**src/rtl/led_pkg.sv**
```systemverilog
// Shared types and defaults for the LED shift-register driver.
// Holds the frame FSM encoding and the default timing parameters.
package led_pkg;

  localparam int N_LEDS = 16;
  localparam int CLK_DIV_DEF = 4;
  localparam int REFRESH_CYCLES_DEF = 40000;
  localparam int PWM_DIV_DEF = 16;

  typedef enum logic [2:0] {
    IDLE,
    LOAD,
    SHIFT_LO,
    SHIFT_HI,
    LATCH
  } state_t;

endpackage

```
**src/rtl/led_shift_driver_pwm.sv**
```systemverilog
// Global dimming: free-running PWM counter gating the output enable.
// Outputs stay dark until the first complete frame has been latched.
module led_pwm_dimmer
  import led_pkg::*;
#(
  parameter int PWM_DIV = PWM_DIV_DEF
) (
  input  logic       clock,
  input  logic       reset,
  input  logic       blank_done,
  input  logic [3:0] brightness,
  output logic       oe_n
);

  localparam logic [7:0] PRE_MAX = 8'(PWM_DIV - 1);

  logic [7:0] pre;
  logic [3:0] pwm;

  always_ff @(posedge clock) begin
    if (!reset) begin
      pre  <= '0;
      pwm  <= '0;
      oe_n <= 1'b1;
    end else begin
      if (pre == PRE_MAX) begin
        pre <= '0;
        pwm <= pwm + 4'd1;
      end else begin
        pre <= pre + 8'd1;
      end
      oe_n <= !(blank_done &&
                (brightness == 4'hF || pwm < brightness));
    end
  end

endmodule

```
**src/rtl/led_shift_driver.sv**
```systemverilog
// Serialises a 16-bit LED pattern into an external shift/storage
// register pair, re-shifting on change, on request or on refresh.
module led_shift_driver
  import led_pkg::*;
#(
  parameter int CLK_DIV        = CLK_DIV_DEF,
  parameter int REFRESH_CYCLES = REFRESH_CYCLES_DEF,
  parameter int PWM_DIV        = PWM_DIV_DEF
) (
  input  logic              clock,
  input  logic              reset,
  input  logic [N_LEDS-1:0] led_i,
  input  logic [3:0]        brightness_i,
  input  logic              force_update_i,
  output logic              sr_clk_o,
  output logic              sr_data_o,
  output logic              sr_latch_o,
  output logic              sr_oe_n_o,
  output logic              busy_o,
  output logic [15:0]       frame_count_o
);

  localparam logic [7:0]  DIV_MAX = 8'(CLK_DIV - 1);
  localparam logic [19:0] REF_MAX = 20'(REFRESH_CYCLES - 1);
  localparam logic [3:0]  TOP_BIT = 4'(N_LEDS - 1);

  state_t            state;
  logic [N_LEDS-1:0] shadow;
  logic [N_LEDS-1:0] shreg;
  logic [3:0]        bit_cnt;
  logic [7:0]        div;
  logic [19:0]       refresh;
  logic              pend;
  logic              blank_done;

  always_ff @(posedge clock) begin
    if (!reset) begin
      state         <= IDLE;
      shadow        <= '0;
      shreg         <= '0;
      bit_cnt       <= '0;
      div           <= '0;
      refresh       <= '0;
      pend          <= 1'b0;
      blank_done    <= 1'b0;
      sr_clk_o      <= 1'b0;
      sr_data_o     <= 1'b0;
      sr_latch_o    <= 1'b0;
      busy_o        <= 1'b0;
      frame_count_o <= '0;
    end else begin
      if (force_update_i) pend <= 1'b1;
      unique case (state)
        IDLE: begin
          if (refresh != REF_MAX) refresh <= refresh + 20'd1;
          if (led_i != shadow || pend || refresh == REF_MAX) begin
            state  <= LOAD;
            busy_o <= 1'b1;
          end
        end
        LOAD: begin
          // a request landing in LOAD is served by this frame
          shadow    <= led_i;
          shreg     <= led_i;
          bit_cnt   <= TOP_BIT;
          pend      <= 1'b0;
          refresh   <= '0;
          div       <= '0;
          sr_clk_o  <= 1'b0;
          sr_data_o <= led_i[N_LEDS-1];
          state     <= SHIFT_LO;
        end
        SHIFT_LO: begin
          if (div == DIV_MAX) begin
            div      <= '0;
            sr_clk_o <= 1'b1;
            state    <= SHIFT_HI;
          end else begin
            div <= div + 8'd1;
          end
        end
        SHIFT_HI: begin
          if (div == DIV_MAX) begin
            div      <= '0;
            shreg    <= {shreg[N_LEDS-2:0], 1'b0};
            sr_clk_o <= 1'b0;
            if (bit_cnt == 4'd0) begin
              sr_data_o  <= 1'b0;
              sr_latch_o <= 1'b1;
              state      <= LATCH;
            end else begin
              bit_cnt   <= bit_cnt - 4'd1;
              sr_data_o <= shreg[N_LEDS-2];
              state     <= SHIFT_LO;
            end
          end else begin
            div <= div + 8'd1;
          end
        end
        LATCH: begin
          if (div == DIV_MAX) begin
            div           <= '0;
            sr_latch_o    <= 1'b0;
            busy_o        <= 1'b0;
            blank_done    <= 1'b1;
            frame_count_o <= frame_count_o + 16'd1;
            state         <= IDLE;
          end else begin
            div <= div + 8'd1;
          end
        end
        default: state <= IDLE;
      endcase
    end
  end

  led_pwm_dimmer #(
    .PWM_DIV(PWM_DIV)
  ) u_dimmer (
    .clock     (clock),
    .reset     (reset),
    .blank_done(blank_done),
    .brightness(brightness_i),
    .oe_n      (sr_oe_n_o)
  );

endmodule

```
**config.mk**
```make
export PLATFORM = sky130hd
export DESIGN_NAME = led_shift_driver
export DESIGN_NICKNAME = d
export VERILOG_FILES = /design/src/rtl/led_pkg.sv /design/src/rtl/led_shift_driver_pwm.sv /design/src/rtl/led_shift_driver.sv
export SDC_FILE = /design/constraint.sdc
export NUM_CORES = 1
export LEC_CHECK = 0
export CORE_UTILIZATION = 58
export CTS_CLUSTER_SIZE = 12
export DETAILED_ROUTE_END_ITERATION = 8
export GPL_ROUTABILITY_DRIVEN = 0
export PLACE_DENSITY = 0.82
export SLEW_MARGIN = 10
export SYNTH_ARGS = -nofsm -noshare
export SYNTH_HDL_FRONTEND = slang
export SYNTH_SLANG_ARGS = --single-unit
```
**constraint.sdc**
```tcl
create_clock -name clock -period 3.7 [get_ports clock]
set_input_delay 0.555 -clock clock [delete_from_list [all_inputs] [get_ports clock]]
set_output_delay 0.555 -clock clock [all_outputs]
set_load 0.02 [all_outputs]
```
==> key figures <==
Status
  – Outcome: complete, no violations

Cells and area
  – Final nets: ~630
  – N_diodes: 0
  – Filler instances: roughly 630
  – Core Util, Final: approximately 70%
  – Multi-input logic area: around 0.0025 mm^2
  – Area grow syn2layout: 15.4%
  – Fin cells: roughly 700
  – Sequential standard cell area: a little over 0.002 mm^2
  – Ratio of cells with drive above 1 in the final layout: about 5.2%

Critical path
  – CP Capture Type: flop
  – Reg2reg path depth: 4
  – Setup CP Type: flop to flop
  – Arr. time, crit path: approximately 2.8 ns
  – Startpoint Class: flop
  – Critical Path RT: 4.00 ns
  – Critical-path maximum fanout: 29

Drt
  – Via-per-instance ratio: 5.85
  – Routed WL: ~10000 um
  – Detail Route Antenna Nets: 0
  – DR WL/cell: 14.5 um
  – DRC: 0
  – DRT Pass-1 Iters: 5
  – Via count: between 4000 and 5000
  – DRT iter0 DRCs: 200

Clock network
  – Clk_lat worst skew: ~0.37 ns
  – # resized after CTS: 0
  – Sink Count: roughly 100
  – Worst-path clk slew: about 0.10 ns
  – Num CTS Buffers: 9
  – CTS Hold Bufs: 0
  – H-tree depth: 3
  – Clock tree buffer depth: 2
  – Clk root buf: clkbuf_8
  – CTS tree: done
  – Postcts setup bufs: 0

Floorplan
  – Core area: between 0.007 and 0.008 mm^2
  – Rows: 32
  – IO Pins: 44
  – DIE HEIGHT: between 90 and 100 um
  – Die Wd: approximately 92 um
  – Initial core utilization: around three fifths
  – Die area: approximately 0.0085 mm^2

Synthesis
  – Post-synthesis adder-cell area fraction: 2.39%
  – Ys flop type: dfxtp_1
  – Number of synthesized flops with an enable pin: 0
  – Synth area leader: dfxtp_1
  – Largest family of logic cells by synthesized area: simple AND/OR/NAND/NOR gates
  – Synth Net Count: approximately 600
  – Mux cell area share after synthesis: less than 1%
  – Simple-gate share of the synthesized area: 26.6%
  – Synth cell types: 50
  – XOR/XNOR share of the synthesized area: under 10%
  – #FFs+latches synth: 101
  – Syn avg cell area: slightly above 8 um^2
  – Syn Std Cell Area: 0.00471 mm^2
  – Seq/Total Area, Yosys: about 43%
  – Post-synthesis async set-or-reset flop share: 0%
  – Post-synth top area share: 43.0%
  – Cells after synthesis: 569
  – Ys Warns: 0
  – Synth top area cells: dfxtp_1 43%, nand2_1 6.2%, nor2_1 5.9%
  – Compound-Gate Fraction of Synth Area: 13.8%

Power
  – Peak supply drop: about 0.22 mV
  – Int Pwr: roughly 0.0019 W
  – Clk network pwr share: ~32%
  – Combinational power share: between 20% and 30%
  – Pwr Total: approximately 0.0028 W
  – Pwr Density: approximately 510 mW/mm^2
  – LEAKAGE: just under 2 nW
  – Sequential power share: a little under half
  – Switch share: between 30% and 40%
  – Sw power: 0.000849 W

Timing
  – Total negative slack: 0 ns
  – Hold Violations, Final: 0
  – Period utilisation layout: about two thirds
  – RSZ-0062 raised after global routing: false
  – Slew HR: about 20%
  – Tmin final: roughly 2.5 ns
  – Endpoints failing setup: 0
  – Setup Skew: 0.0113 ns
  – Final Slew Violations: 0
  – Fmax: ~410 MHz
  – Tightest Pin Transition: roughly 1.2 ns

GRT
  – Initial antenna violation count: 0
  – Total gr overflow: 0
  – Largest net degree at the start of global routing: 41
  – Vias in the first global route: about 4000
  – First-pass GRT wire length: 17500 um
  – Gr usage total: 25.3%

Placed design
  – DP HPWL: between 6000 and 7000 um
  – Placed insts: roughly 700
  – Port bufs: 43

Worst hold path
  – Worst hold stages: 1
  – HP Class: flop to flop

Run
  – Max_cap viols: 0
-- worst max-delay path: stages, from the launching register on --
cell,delay (ns)
dfxtp_1,0.63
or3_1,0.60
or4_1,0.66
or3_1,0.35
a21oi_1,0.16
-- sequential cells by signal (all words and copies together), names as in the netlist --
signal         cells
shadow            16
pend               1
frame_count_o     16
div                8
refresh           20
u_dimmer.oe_n      1
busy_o             1
u_dimmer.pre       8
shreg             15
sr_clk_o           1
sr_latch_o         1
sr_data_o          1
blank_done         1
state              3
bit_cnt            4
u_dimmer.pwm       4
-- per-layer routing --
metal / share of wire, % / wire length (um) / global-route usage, % / vias to the layer above
li1: - / - / - / 2040
met1: 45 / 4610 / 31.8 / 1958
met2: 49 / 5020 / 42.7 / 101
met3: 4.5 / 456 / 5.72 / 14
met4: 1.4 / 145 / 8.20 / 0
met5: 0 / 0 / 0 / -
-- cell usage in the layout (no fill, tap or decap), types with 6 or more instances in the layout --
master and instances:
a21oi_1 35, a311oi_1 16, and3_1 11, buf_4 6, clkbuf_8 9, clkdlybuf4s50_1 43, dfxtp_1 101, ha_1 9
inv_1 12, nand2_1 78, nand3_1 27, nand4_1 9, nor2_1 74, nor3_1 16, nor3b_1 7, nor4_1 7
o21ai_0 16, or3_1 12, xnor2_1 20, xor2_1 31
-- power groups by stage --
stage / clock network, W / registers, W / logic [W]
detailed placement: 0 / 0.00133 / 0.000572
global placement: 0 / 0.00133 / 0.000550
CTS: 0.000911 / 0.00131 / 0.000576
finish: 0.000900 / 0.00131 / 0.000581
global route: 0.000957 / 0.00133 / 0.000650
floorplan: 0 / 0.00129 / 0.000455
-- cells by family (layout without fill, tap and decap cells) --
group / after synthesis / after routing
AO/OA/AOI/OAI: 97 / 97
flip-flops: 101 / 101
AND/OR/NAND/NOR: 262 / 262
XOR/XNOR: 51 / 51
buffers and inverters: 46 / 78
adder cells (fa/ha/maj): 9 / 9
multiplexers: 3 / 3
-- Yosys cell counts (2+ instances only) --
library cell,n
xnor2_1,20
nand2b_1,3
a41oi_1,3
nor4_1,7
o211ai_1,3
o21ai_0,16
dfxtp_1,101
nand4_1,9
nor2b_1,2
or3_1,12
and3_1,11
nor3b_1,7
nor4b_1,3
buf_1,3
or4_1,5
ha_1,9
inv_1,13
nor3_1,16
a31oi_1,3
buf_2,4
o211a_1,2
o2111ai_1,4
a21o_1,2
clkbuf_1,23
and4_1,2
o31ai_1,2
xor2_1,31
a311oi_1,16
mux2i_1,3
o21a_1,2
nor2_1,74
a21oi_1,36
buf_6,2
nand2_1,78
nand3_1,27
-- worst paths after layout --
check,startpoint,endpoint,slack [ns]
max reg2reg,state[1],refresh[14],1.24
min,blank_done,u_dimmer.oe_n,0.44
min reg2reg,blank_done,u_dimmer.oe_n,0.44
max,state[1],refresh[14],1.24
-- stage by stage --
| step | hold WS [ns] | area (um^2) | setup WS [ns] |
|---|---|---|---|
| 6_report | 0.436 | 5430 | 1.24 |
| 5_1_grt | 0.452 | 5430 | 1.08 |
| 4_1_cts | 0.442 | 5430 | 1.24 |
| 3_5_place_dp | 0.428 | 5170 | 1.20 |
| 3_3_place_gp | 0.410 | 5170 | 1.27 |
| 2_1_floorplan | 0.398 | 4710 | 1.63 |
-- area by class of cell --
class                           count  area share (%)
Clock inverter                      6            2.49
Multi-Input combinational cell    422            45.9
Inverter                           13           0.898
Tap cell                          102            2.35
Sequential cell                   101            37.2
Timing Repair Buffer               49            8.75
Clock buffer                       10            2.35
(Power assumes the default switching activity.)
